==> src/rtl/fetch_ctrl_i_if.sv <==
// Fetch port bundle: instruction-memory request/response, redirect input and decode-side FIFO head.
interface fetch_ctrl_i_if;
   logic [31:0] mem_address;
   logic        mem_ren;
   logic        mem_wen;
   logic [31:0] mem_datain;
   logic [3:0]  mem_byte_select;
   logic        mem_ready;
   logic [31:0] mem_dataout;
   logic        redirect_valid;
   logic [31:0] redirect_pc;
   logic        instr_valid;
   logic        instr_ready;
   logic [31:0] instr;
   logic [31:0] instr_pc;

   modport master (
      output mem_address, mem_ren, mem_wen, mem_datain, mem_byte_select,
      output instr_valid, instr, instr_pc,
      input  mem_ready, mem_dataout, redirect_valid, redirect_pc, instr_ready
   );

   modport slave (
      input  mem_address, mem_ren, mem_wen, mem_datain, mem_byte_select,
      input  instr_valid, instr, instr_pc,
      output mem_ready, mem_dataout, redirect_valid, redirect_pc, instr_ready
   );
endinterface

==> src/rtl/fetch_ctrl_i.sv <==
// Instruction fetch initiator: sequential fetch, small PC/instr FIFO, redirect with miss drain.
// Optional FETCH_PERF_CNT_EN adds accepted-word and stall-cycle counters.
module fetch_ctrl_i #(
   parameter logic [31:0] RESET_PC   = 32'h0000_0000,
   parameter int          FIFO_DEPTH = 4,
   parameter int          FIFO_AW    = 2
) (
   input  logic          clk,
   input  logic          reset,
   fetch_ctrl_i_if.master bus
`ifdef FETCH_PERF_CNT_EN
   ,
   output logic [31:0]   perf_fetch_cnt,
   output logic [31:0]   perf_stall_cnt
`endif
);
   localparam logic [FIFO_AW:0] DEPTH_C = (FIFO_AW+1)'(FIFO_DEPTH);
   localparam logic [31:0]      NOP     = 32'h0000_0013;

   typedef enum logic {FETCH, DRAIN} state_t;

   state_t             state_q, state_d;
   logic [31:0]        fetch_pc_q, fetch_pc_d;
   logic [31:0]        target_q, target_d;
   logic [FIFO_AW-1:0] wr_q, rd_q;
   logic [FIFO_AW:0]   count_q;
   logic [31:0]        ins_mem [FIFO_DEPTH];
   logic [31:0]        pc_mem  [FIFO_DEPTH];

   logic [31:0] target;
   logic        pop_req, accept, push, pop, flush;

   assign bus.mem_wen         = 1'b0;
   assign bus.mem_datain      = 32'h0;
   assign bus.mem_byte_select = 4'b1111;

   assign target          = {bus.redirect_pc[31:2], 2'b00};
   assign bus.instr_valid = (count_q != '0);
   assign pop_req         = bus.instr_valid && bus.instr_ready;
   assign bus.instr       = bus.instr_valid ? ins_mem[rd_q] : NOP;
   assign bus.instr_pc    = bus.instr_valid ? pc_mem[rd_q]  : 32'h0;
   // Gate with reset so no request is visible while held in reset.
   assign bus.mem_ren     = reset && ((state_q == DRAIN) || (count_q < DEPTH_C) || pop_req);
   assign bus.mem_address = fetch_pc_q;
   assign accept          = bus.mem_ren && bus.mem_ready;

   always_comb begin
      state_d    = state_q;
      fetch_pc_d = fetch_pc_q;
      target_d   = target_q;
      push       = 1'b0;
      pop        = 1'b0;
      flush      = 1'b0;
      unique case (state_q)
         FETCH: begin
            if (bus.redirect_valid) begin
               flush = 1'b1;
               if (bus.mem_ren && !bus.mem_ready) begin
                  state_d  = DRAIN;
                  target_d = target;
               end else begin
                  fetch_pc_d = target;
               end
            end else begin
               pop = pop_req;
               if (accept) begin
                  push       = 1'b1;
                  fetch_pc_d = fetch_pc_q + 32'd4;
               end
            end
         end
         DRAIN: begin
            // Word returned here belongs to the abandoned path and is dropped.
            if (bus.redirect_valid) begin
               flush    = 1'b1;
               target_d = target;
            end
            if (bus.mem_ready) begin
               state_d    = FETCH;
               fetch_pc_d = bus.redirect_valid ? target : target_q;
            end
         end
         default: state_d = FETCH;
      endcase
   end

   always_ff @(posedge clk or negedge reset) begin
      if (!reset) begin
         state_q    <= FETCH;
         fetch_pc_q <= RESET_PC;
         target_q   <= RESET_PC;
         wr_q       <= '0;
         rd_q       <= '0;
         count_q    <= '0;
      end else begin
         state_q    <= state_d;
         fetch_pc_q <= fetch_pc_d;
         target_q   <= target_d;
         if (flush) begin
            wr_q    <= '0;
            rd_q    <= '0;
            count_q <= '0;
         end else begin
            if (push) wr_q <= wr_q + FIFO_AW'(1);
            if (pop)  rd_q <= rd_q + FIFO_AW'(1);
            unique case ({push, pop})
               2'b10:   count_q <= count_q + (FIFO_AW+1)'(1);
               2'b01:   count_q <= count_q - (FIFO_AW+1)'(1);
               default: count_q <= count_q;
            endcase
         end
      end
   end

   always_ff @(posedge clk) begin
      if (push) begin
         ins_mem[wr_q] <= bus.mem_dataout;
         pc_mem[wr_q]  <= fetch_pc_q;
      end
   end

`ifdef FETCH_PERF_CNT_EN
   always_ff @(posedge clk or negedge reset) begin
      if (!reset) begin
         perf_fetch_cnt <= 32'h0;
         perf_stall_cnt <= 32'h0;
      end else begin
         if (push)                             perf_fetch_cnt <= perf_fetch_cnt + 32'd1;
         if (bus.mem_ren && !bus.mem_ready)    perf_stall_cnt <= perf_stall_cnt + 32'd1;
      end
   end
`endif
endmodule
==> src/flat_wrapper.sv <==
// flat-port wrapper written by rule: the top's interface ports become plain ports
module fetch_ctrl_i_flat 
#(
   parameter logic [31:0] RESET_PC   = 32'h0000_0000,
   parameter int          FIFO_DEPTH = 4,
   parameter int          FIFO_AW    = 2
)
  (clk, reset, bus_mem_address, bus_mem_ren, bus_mem_wen, bus_mem_datain, bus_mem_byte_select, bus_instr_valid, bus_instr, bus_instr_pc, bus_mem_ready, bus_mem_dataout, bus_redirect_valid, bus_redirect_pc, bus_instr_ready);
  fetch_ctrl_i_if bus_i ();
  input  logic clk;
  input  logic reset;
  output wire logic [$bits(bus_i.mem_address)-1:0] bus_mem_address;
  output wire logic [$bits(bus_i.mem_ren)-1:0] bus_mem_ren;
  output wire logic [$bits(bus_i.mem_wen)-1:0] bus_mem_wen;
  output wire logic [$bits(bus_i.mem_datain)-1:0] bus_mem_datain;
  output wire logic [$bits(bus_i.mem_byte_select)-1:0] bus_mem_byte_select;
  output wire logic [$bits(bus_i.instr_valid)-1:0] bus_instr_valid;
  output wire logic [$bits(bus_i.instr)-1:0] bus_instr;
  output wire logic [$bits(bus_i.instr_pc)-1:0] bus_instr_pc;
  input wire logic [$bits(bus_i.mem_ready)-1:0] bus_mem_ready;
  input wire logic [$bits(bus_i.mem_dataout)-1:0] bus_mem_dataout;
  input wire logic [$bits(bus_i.redirect_valid)-1:0] bus_redirect_valid;
  input wire logic [$bits(bus_i.redirect_pc)-1:0] bus_redirect_pc;
  input wire logic [$bits(bus_i.instr_ready)-1:0] bus_instr_ready;
  assign bus_mem_address = bus_i.mem_address;
  assign bus_mem_ren = bus_i.mem_ren;
  assign bus_mem_wen = bus_i.mem_wen;
  assign bus_mem_datain = bus_i.mem_datain;
  assign bus_mem_byte_select = bus_i.mem_byte_select;
  assign bus_instr_valid = bus_i.instr_valid;
  assign bus_instr = bus_i.instr;
  assign bus_instr_pc = bus_i.instr_pc;
  assign bus_i.mem_ready = bus_mem_ready;
  assign bus_i.mem_dataout = bus_mem_dataout;
  assign bus_i.redirect_valid = bus_redirect_valid;
  assign bus_i.redirect_pc = bus_redirect_pc;
  assign bus_i.instr_ready = bus_instr_ready;
  fetch_ctrl_i #(.RESET_PC(RESET_PC), .FIFO_DEPTH(FIFO_DEPTH), .FIFO_AW(FIFO_AW)) u_core (.clk(clk), .reset(reset), .bus(bus_i));
endmodule
==> config.mk <==
export PLATFORM = sky130hd
export DESIGN_NAME = fetch_ctrl_i_flat
export DESIGN_NICKNAME = d
export VERILOG_FILES = /design/src/rtl/fetch_ctrl_i_if.sv /design/src/rtl/fetch_ctrl_i.sv /design/src/flat_wrapper.sv
export SDC_FILE = /design/constraint.sdc
export NUM_CORES = 1
export LEC_CHECK = 0
export ABC_CLOCK_PERIOD_IN_PS = 7200
export CORE_MARGIN = 5
export CORE_UTILIZATION = 50
export CTS_CLUSTER_DIAMETER = 50
export DETAILED_ROUTE_END_ITERATION = 8
export GPL_ROUTABILITY_DRIVEN = 0
export GPL_TIMING_DRIVEN = 0
export PLACE_DENSITY = 0.74
export SYNTH_ARGS = -nofsm -noshare
export SYNTH_HDL_FRONTEND = slang
export SYNTH_SLANG_ARGS = --single-unit
==> constraint.sdc <==
create_clock -name clk -period 7.2 [get_ports clk]
set_input_delay 1.08 -clock clk [delete_from_list [all_inputs] [get_ports clk]]
set_output_delay 1.08 -clock clk [all_outputs]
set_load 0.03 [all_outputs]
==> impl_metrics.py, run 1 <==
metrics = {
    "sta": {
        "rsz0062_at_grt": "no",
        "worst_slew_pin_slew_ns": 1.04,
        "timing.final.max_slew_violations": 0,
        "period_minus_slack_ns": 4.24,
        "timing.slew.headroom_pct": 28.8,
        "whs_ns": 0.478,
        "fmax_ghz": 0.236,
        "timing.final.hold_violations": 0,
        "timing.final.ws_setup_ns": 2.96,
        "setup_viol": 0,
        "fin_crit_sh_pct": 58.8,
        "final.setup_skew_ns": 0.0152,
    },
    "global_routing": {
        "grt_pass1_vias": 8307,
        "antenna_found_initial": 0,
        "overflow": 0,
        "grt_pass1_wl_mm": 47.1,
        "grt_use_total_pct": 19.4,
        "grt_start_max_net_pins": 53,
    },
    "worst_setup_path": {
        "end_kind": "output port",
        "cp.arrival_ns": 3.16,
        "cpMostUsedCell": "clkbuf_1",
        "crit_type": "flop to output port",
        "cp_slowest_cell": "clkbuf_1",
        "path_buf_inv": 3,
        "crit_family": "buffers and inverters",
        "crit_path_start_kind": "flop",
        "r2r_slack_ns": 4.11,
        "crit_required_ns": 6.12,
        "cp_cell_sequence": "clkbuf_1 -> clkbuf_1 -> mux4_2 -> and2_1 -> clkdlybuf4s50_1",
        "worstPathMaxFanout": 10,
        "crit_path_max_incr_delay_ns": 0.59,
    },
    "die": {
        "dieArea_mm2": 0.0312,
        "core_area_mm2": 0.0276,
        "die_y_um": 177,
        "num_rows": 61,
        "start_util_pct": 50.3,
        "die_w_um": 177,
        "io-pin-count": 204,
    },
    "clock_network": {
        "cts_tree": "yes",
        "holdBufCountCts": 0,
        "clkSinkCount": 328,
        "clock_latency_ns": 0.51,
        "cts_buffers": 37,
        "cts_root_buf": "clkbuf_16",
        "cts_max_level": 2,
        "post-cts-setup-buffers": 0,
        "clk_path_buf_depth": 3,
        "clkTransAtPathRegs_ns": 0.06,
        "ctsResizeCount": 0,
    },
    "synthesis": {
        "syn-cell-area_mm2": 0.0139,
        "yosys_warnings": 0,
        "ys_ff_latch": 328,
        "async_flop_share_pct": 22.0,
        "synth-main-ff-cell": "edfxtp_1",
        "synth_cells": 841,
        "synth_cell_types": 62,
        "syn_area_per_cell_um2": 16.5,
        "yosysSeqAreaShare_pct": 68.4,
        "synth_edf_count": 256,
    },
    "placed_design": {
        "place_ws_ns": 3.35,
        "hpwl_mm": 20.1,
        "place_inst": 1422,
        "port_buffers": 163,
    },
    "outcome": {
        "run_status": "completed",
    },
    "power_and_ir_drop": {
        "combPwrFrac_pct": 13.2,
        "p_sw_share_pct": 25.4,
        "p_total_mw": 4.71,
        "pwr-share-clk_pct": 38.3,
        "switchingPower_mw": 1.20,
        "cellInternalPower_mw": 3.51,
        "p_seq_share_pct": 48.5,
        "ir_drop_v": 0.000200,
        "leakagePower_nw": 6.12,
        "power_density_mw_per_mm2": 270,
    },
    "route": {
        "dr_wl_met3_mm": 1.92,
        "via_count": 8082,
        "ant_nets": 0,
        "drt-met1-wl_mm": 12.7,
        "wl_met2_mm": 15.1,
        "drc": 0,
        "drt_iter0_markers": 599,
        "drtPass1Iterations": 5,
        "highest_layer": "met4",
        "routed_wl_mm": 30.1,
        "wl_per_cell_um": 20.2,
        "vias_per_cell": 5.43,
    },
    "run": {
        "drv_cap": 0,
    },
    "layout": {
        "area_growth_pct": 25.8,
        "n_antenna_cell": 0,
        "drive_gt1_share_pct": 20.7,
        "final_core_util_pct": 63.3,
        "instances_no_fill": 1489,
        "finalNetCount": 1159,
    },
    "hold_path": {
        "hold_path.class": "primary input to async pin",
    },
}
-- flip-flops by register name (all words and copies together), names as in the netlist --
| name | cells |
|---|---|
| u_core.ins_mem | 128 |
| u_core.pc_mem | 128 |
| u_core.bus.mem_address | 32 |
| u_core.target_q | 32 |
| u_core.count_q | 3 |
| u_core.rd_q | 2 |
| u_core.wr_q | 2 |
| u_core.state_q | 1 |
-- synth_stat cells (all sizes together) (14+ instances only) --
cell type	instances	area (um^2)
a21oi	14	73.8
and2	65	407
buf	60	392
clkbuf	25	95.1
dfrtp	72	1800
edfxtp	256	7690
mux2	31	349
mux4	64	1440
nand2	17	66.3
nand3	14	75.1
nor2	33	124
o21ai	41	205
-- cell type report --
type / count / area (um^2)
clock buffer: 44 / 995
timing repair buffer: 168 / 1770
multi-input combinational: 452 / 3990
tap: 378 / 473
inverter: 11 / 41.3
sequential: 328 / 9490
clock inverter: 23 / 196
buffer: 85 / 487
fill: 2025 / 10100
-- final timing paths --
path / end / cells past startpoint / startpoint
max in group asynchronous: u_core.target_q[6] / 2 / reset
hold / removal: u_core.target_q[21] / 1 / reset
min in group clk: u_core.target_q[14] / 1 / u_core.target_q[14]
setup reg to reg: u_core.count_q[2] / 8 / u_core.count_q[0]
hold reg to reg: u_core.target_q[14] / 1 / u_core.target_q[14]
setup / recovery: bus_instr[8] / 5 / u_core.rd_q[1]
-- power by group through the flow --
stage               Combinational (mW)  Clock [mW]  Sequential, mW
global placement                 0.611           0            2.31
finish                           0.619        1.80            2.28
floorplan                        0.314           0            2.34
global route                     0.664        1.93            2.30
CTS                              0.625        1.84            2.28
detailed placement               0.622           0            2.32
-- placed cells by master (no fill, tap or decap), drive strengths merged, types with 11 or more instances in the layout --
cell type,synthesis,final
a21oi,14,14
a22o,11,11
a22oi,13,13
a31oi,11,11
and2,65,65
buf,60,66
clkbuf,25,69
clkdlybuf4s50,0,162
clkinv,0,16
conb,2,37
dfrtp,72,72
edfxtp,256,256
inv,11,14
mux2,31,31
mux4,64,64
nand2,17,17
nand3,14,14
nor2,33,33
o21ai,41,41
-- kinds of logic after synthesis --
group	Yosys count	share of synthesized area, %
flip-flops	328	68.4
AND/OR/NAND/NOR	178	7.40
AO/OA/AOI/OAI	124	5.96
multiplexers	102	13.4
buffers and inverters	96	3.81
adder cells (fa/ha/maj)	7	0.686
XOR/XNOR	4	0.253
other	2	0.0542
-- worst register-to-register path, delay by kind of cell, from the launching register on --
kind / cells / cell delay [ns]
simple gates: 3 / 1.21
fa+ha+maj: 2 / 0.61
buf+inv: 1 / 0.48
flops: 1 / 0.43
compound gates: 1 / 0.15
xor+xnor: 1 / 0.14
-- routing by layer --
layer  up-vias  global-route usage (%)
met4         0                    4.35
met3        44                    4.15
met1      4048                    26.9
li1       3707                       -
met2       283                    32.1
met5         -                       0
-- through the flow --
stage               instance area (um^2)  setup TNS (ns)
global route                       17400               0
finish                             17400               0
global placement                   16100         -199.72
CTS                                17400               0
floorplan                          14000               0
detailed placement                 16200               0
No activity file was read; power rests on OpenSTA's default activity.
==> run 2, diff against run 1 <==
Settings changed: ABC_CLOCK_PERIOD_IN_PS 7200 to 3700, CORE_UTILIZATION 50 to 49, PLACE_DENSITY 0.74 to 0.76.
Clock period 7.2 ns to 3.7 ns, I/O delays scaled along.
==> impl_metrics.py, run 2 (synthesized netlist as in run 1, its figures left out) <==
metrics = {
    "hold_path": {
        "whs_endpoint": "u_core.state_q",
        "whs_path_depth": 2,
        "hold_path.class": "primary input to flop",
        "worst_hold_startpoint": "bus_mem_ready",
    },
    "layout": {
        "final_cell_mix": "256 x edfxtp_1, 162 x clkdlybuf4s50_1, 72 x dfrtp_1",
        "nFillCells": 2032,
        "n_antenna_cell": 0,
        "drive_gt1_share_pct": 21.0,
        "finalNetCount": 1160,
        "final_common_cell": "edfxtp_1",
        "area_growth_pct": 26.8,
        "reg_top3": "u_core.ins_mem x128, u_core.pc_mem x128",
    },
    "power_and_ir_drop": {
        "power_density_mw_per_mm2": 540,
        "leakagePower_nw": 6.18,
        "p_total_mw": 9.49,
        "ir_drop_v": 0.000349,
    },
    "clock_network": {
        "cts_root_buf": "clkbuf_16",
        "clk_path_buf_depth": 3,
        "cts_tree": "yes",
        "post-cts-setup-buffers": 0,
        "cts_buffers": 38,
        "cts_max_level": 2,
        "clkTransAtPathRegs_ns": 0.06,
        "clock_latency_ns": 0.51,
        "clkSinkCount": 328,
    },
    "run": {
        "drv_cap": 0,
    },
    "placed_design": {
        "port_buffers": 163,
        "hpwl_mm": 20.4,
    },
    "die": {
        "core_area_mm2": 0.0279,
        "dieArea_mm2": 0.0318,
        "die_y_um": 178,
        "die_w_um": 178,
        "num_rows": 61,
        "start_util_pct": 49.8,
        "io-pin-count": 204,
    },
    "worst_setup_path": {
        "cp_cell_sequence": "clkbuf_1 -> mux4_2 -> and2_1 -> clkdlybuf4s50_1",
        "r2r_slack_ns": 0.86,
        "crit_cells": 4,
        "end_kind": "output port",
        "path_buf_inv": 2,
        "crit_path_max_incr_delay_ns": 0.67,
        "crit_required_ns": 3.14,
        "cp.arrival_ns": 2.95,
        "r2r_end": "u_core.count_q[2]",
        "reg2reg_depth": 8,
        "crit_type": "flop to output port",
        "worstReg2RegStart": "u_core.count_q[0]",
        "crit_family": "buffers and inverters",
        "cp_slowest_cell": "dfrtp_1",
        "worstPathMaxFanout": 11,
        "crit_path_start_kind": "flop",
    },
    "global_routing": {
        "grt_start_max_net_pins": 58,
        "grt_use_total_pct": 19.2,
        "grt_pass1_vias": 8163,
        "overflow": 0,
        "grt_pass1_wl_mm": 47.0,
        "antenna_found_initial": 0,
    },
    "sta": {
        "fin_setup_tns_ns": 0,
        "rsz0062_at_grt": "yes",
        "fmax_ghz": 0.285,
        "worst_slew_pin_slew_ns": 1.05,
        "setup_viol": 0,
        "timing.slew.headroom_pct": 28.3,
        "whs_ns": 0.307,
        "fin_crit_sh_pct": 94.8,
        "period_minus_slack_ns": 3.51,
        "timing.final.max_slew_violations": 0,
        "timing.final.hold_violations": 0,
        "final.setup_skew_ns": 0.0199,
    },
    "route": {
        "drt-met1-wl_mm": 12.9,
        "ant_nets": 0,
        "drtPass1Iterations": 5,
        "via_count": 8118,
        "drt_iter0_markers": 682,
        "routed_wl_mm": 30.6,
        "drc": 0,
        "highest_layer": "met4",
        "wl_met2_mm": 15.6,
        "wl_per_cell_um": 20.5,
        "dr_wl_met3_mm": 1.82,
        "vias_per_cell": 5.45,
    },
    "outcome": {
        "run_status": "completed",
    },
}
==> run 2: how the worst max path moves through the flow <==
stage                                       to               from  slack [ns]
after floorplan           u_core.ins_mem[0][0]    bus_instr_ready        0.37
after global placement    u_core.ins_mem[2][7]              reset       -3.70
after detailed placement      bus_instr_pc[11]  u_core.count_q[0]        0.36
after CTS                        bus_instr[24]     u_core.rd_q[1]        0.02
after global routing          bus_instr_pc[16]     u_core.rd_q[1]      -0.002
final                         bus_instr_pc[23]     u_core.rd_q[1]        0.19
==> run 2: repair_timing <==
action / in CTS / in global routing
hold buffers: 1 / 0
endpoints found under the setup margin: 60 / 2
gates resized for setup: 2 / 2
endpoints found under the hold margin: 18 / 0
==> run 2: area by class of cell <==
type / instances / area (um^2) / share of cell area, %
multi-input combinational: 452 / 4000 / 22.7
inverter: 11 / 41.3 / 0.235
timing repair buffer: 169 / 1780 / 10.1
tap: 378 / 473 / 2.69
clock buffer: 48 / 1060 / 6.04
buffer: 84 / 485 / 2.76
sequential: 328 / 9490 / 54.0
clock inverter: 20 / 254 / 1.44
==> run 2: through the flow <==
stage | cells | setup WS [ns] | instance area (um^2) | utilization (%)
final | 1490 | 0.194 | 17600 | 63.1
after global routing | 1490 | -0.00198 | 17600 | 63.1
after CTS | 1490 | 0.0184 | 17600 | 63.1
after detailed placement | 1422 | 0.359 | 16200 | 58.3
after global placement | 1417 | -3.70 | 16100 | 57.8
after floorplan | 876 | 0.365 | 14000 | -
==> run 2: where the power goes <==
part	switching (mW)	internal [mW]	leakage [nW]
clock network	1.43	2.40	0.631
logic	0.674	0.535	2.33
registers	0.234	4.21	3.22
==> run 2: metal layers <==
metal | track usage [%] | vias up
li1 | - | 3695
met3 | 3.18 | 23
met2 | 32.3 | 315
met1 | 27.1 | 4085
met4 | 3.42 | 0
met5 | 0 | -
==> run 3, diff against run 2 <==
--- a/config.mk
+++ b/config.mk
@@ -11,2 +11,3 @@
 export CTS_CLUSTER_DIAMETER = 50
+export CTS_CLUSTER_SIZE = 14
 export DETAILED_ROUTE_END_ITERATION = 8
@@ -14,3 +15,3 @@
 export GPL_TIMING_DRIVEN = 0
-export PLACE_DENSITY = 0.76
+export PLACE_DENSITY = 0.77
 export SYNTH_ARGS = -nofsm -noshare
==> constraint.sdc (replaced) <==
create_clock -name clk -period 3.7 [get_ports clk]
set_input_delay 0.74 -clock clk [delete_from_list [all_inputs] [get_ports clk]]
set_output_delay 0.74 -clock clk [all_outputs]
set_load 0.03 [all_outputs]
==> impl_metrics.py, run 3 (synthesized netlist as in run 1, its figures left out) <==
metrics = {
    "outcome": {
        "run_status": "completed",
    },
    "clock_network": {
        "clkSinkCount": 328,
        "clock_latency_ns": 0.55,
        "holdBufCountCts": 0,
        "cts_root_buf": "clkbuf_16",
        "clk_path_buf_depth": 3,
        "cts_buffers": 31,
        "cts_tree": "yes",
        "cts_max_level": 1,
        "clkTransAtPathRegs_ns": 0.06,
    },
    "route": {
        "vias_per_cell": 5.48,
        "ant_nets": 0,
        "drtPass1Iterations": 7,
        "via_count": 8077,
        "routed_wl_mm": 30.4,
        "drt_iter0_markers": 879,
        "wl_per_cell_um": 20.6,
        "drc": 0,
    },
    "run": {
        "drv_cap": 0,
    },
    "sta": {
        "worst_slew_pin_slew_ns": 1.02,
        "whs_ns": 0.0518,
        "timing.final.hold_violations": 0,
        "rsz0062_at_grt": "no",
        "timing.slew.headroom_pct": 30.4,
        "fin_setup_tns_ns": 0,
        "period_minus_slack_ns": 3.53,
        "fin_crit_sh_pct": 95.3,
        "setup_viol": 0,
        "fmax_ghz": 0.284,
        "final.setup_skew_ns": 0.0165,
        "timing.final.ws_setup_ns": 0.173,
        "timing.final.max_slew_violations": 0,
    },
    "global_routing": {
        "grt_pass1_vias": 8252,
        "antenna_found_initial": 0,
        "overflow": 0,
        "grt_pass1_wl_mm": 47.5,
        "grt_start_max_net_pins": 61,
        "grt_use_total_pct": 19.2,
    },
    "die": {
        "io-pin-count": 204,
        "die_w_um": 178,
        "core_area_mm2": 0.0279,
        "dieArea_mm2": 0.0318,
        "die_y_um": 178,
        "start_util_pct": 49.8,
        "num_rows": 61,
    },
    "worst_setup_path": {
        "reg2reg_depth": 9,
        "cp.arrival_ns": 2.79,
        "worstPathMaxFanout": 10,
        "end_kind": "output port",
        "crit_required_ns": 2.96,
        "crit_type": "flop to output port",
        "r2r_slack_ns": 1.06,
        "crit_path_start_kind": "flop",
    },
    "placed_design": {
        "port_buffers": 163,
        "hpwl_mm": 20.5,
        "dpl-instance-area_mm2": 0.0162,
        "place_ws_ns": 0.0943,
    },
    "power_and_ir_drop": {
        "p_total_mw": 8.66,
        "power_density_mw_per_mm2": 502,
        "leakagePower_nw": 6.05,
        "ir_drop_v": 0.000414,
    },
    "layout": {
        "multi_input_area_mm2": 0.00400,
        "reg_top3": "u_core.ins_mem x128, u_core.pc_mem x128",
        "nFillCells": 2044,
        "final_cell_mix": "256 x edfxtp_1, 161 x clkdlybuf4s50_1, 72 x dfrtp_1",
        "fin_area_mm2": 0.0173,
        "drive_gt1_share_pct": 20.9,
        "n_antenna_cell": 0,
        "regArea_mm2": 0.00949,
        "finalNetCount": 1157,
        "area_growth_pct": 24.5,
        "final_common_cell": "edfxtp_1",
    },
    "hold_path": {
        "hold_path.class": "primary input to async pin",
    },
}
run 3: changes by cell type in the layout (fill, tap and decap cells not counted), sizes merged:
| cell | before | now |
|---|---|---|
| buf | 66 | 69 |
| bufinv | 5 | 2 |
| clkbuf | 72 | 62 |
| clkdlybuf4s50 | 162 | 161 |
| clkinv | 9 | 6 |
| clkinvlp | 3 | 2 |
| dlygate4sd3 | 1 | 0 |
| dlymetal6s2s | 0 | 1 |
| inv | 14 | 13 |
run 3: cell type report:
| cell class | count | share of cell area [%] |
|---|---|---|
| Sequential cell | 328 | 55.0 |
| Clock buffer | 36 | 4.73 |
| Buffer | 85 | 2.94 |
| Tap cell | 378 | 2.74 |
| Multi-Input combinational cell | 452 | 23.2 |
| Timing Repair Buffer | 172 | 10.4 |
| Clock inverter | 12 | 0.761 |
| Inverter | 11 | 0.261 |
run 3: metrics by stage:
| stage | std cells | utilization, % |
|---|---|---|
| 2_1_floorplan | 876 | - |
| 3_5_place_dp | 1422 | 58.3 |
| 4_1_cts | 1473 | 61.9 |
| 5_1_grt | 1474 | 62.0 |
| 3_3_place_gp | 1417 | 57.8 |
| 6_report | 1474 | 62.0 |
run 3: worst paths after layout:
kind	start	to
hold / removal	reset	u_core.bus.mem_address[24]
setup / recovery	u_core.rd_q[0]	bus_instr_pc[21]
min in group clk	bus_mem_ready	u_core.state_q
setup reg to reg	u_core.state_q	u_core.count_q[2]
hold reg to reg	u_core.target_q[14]	u_core.target_q[14]
max in group asynchronous	reset	u_core.bus.mem_address[0]
run 3: timing repair:
action | CTS | global route
pin swaps | 0 | 1
resized for setup | 13 | 2
endpoints found under the setup margin | 62 | 41
setup buffers | 3 | 1
run 3: power breakdown:
group / switching (mW) / internal [mW] / total (mW)
combinational: 0.675 / 0.543 / 1.22
sequential: 0.237 / 4.21 / 4.45
clock: 1.29 / 1.71 / 2.99
run 3: metal layers:
metal | wire length, um | up-vias | track usage, %
li1 | - | 3683 | -
met3 | 1780 | 49 | 2.82
met4 | 606 | 0 | 4.13
met1 | 13100 | 4046 | 27.6
met5 | 0 | - | 0
met2 | 14900 | 299 | 31.5
run 3: critical path, cell delays in order (launching register included):
cell	delay [ns]
dfrtp_1	0.35
clkbuf_4	0.28
buf_4	0.29
mux4_2	0.55
and2_1	0.17
clkdlybuf4s50_1	0.59
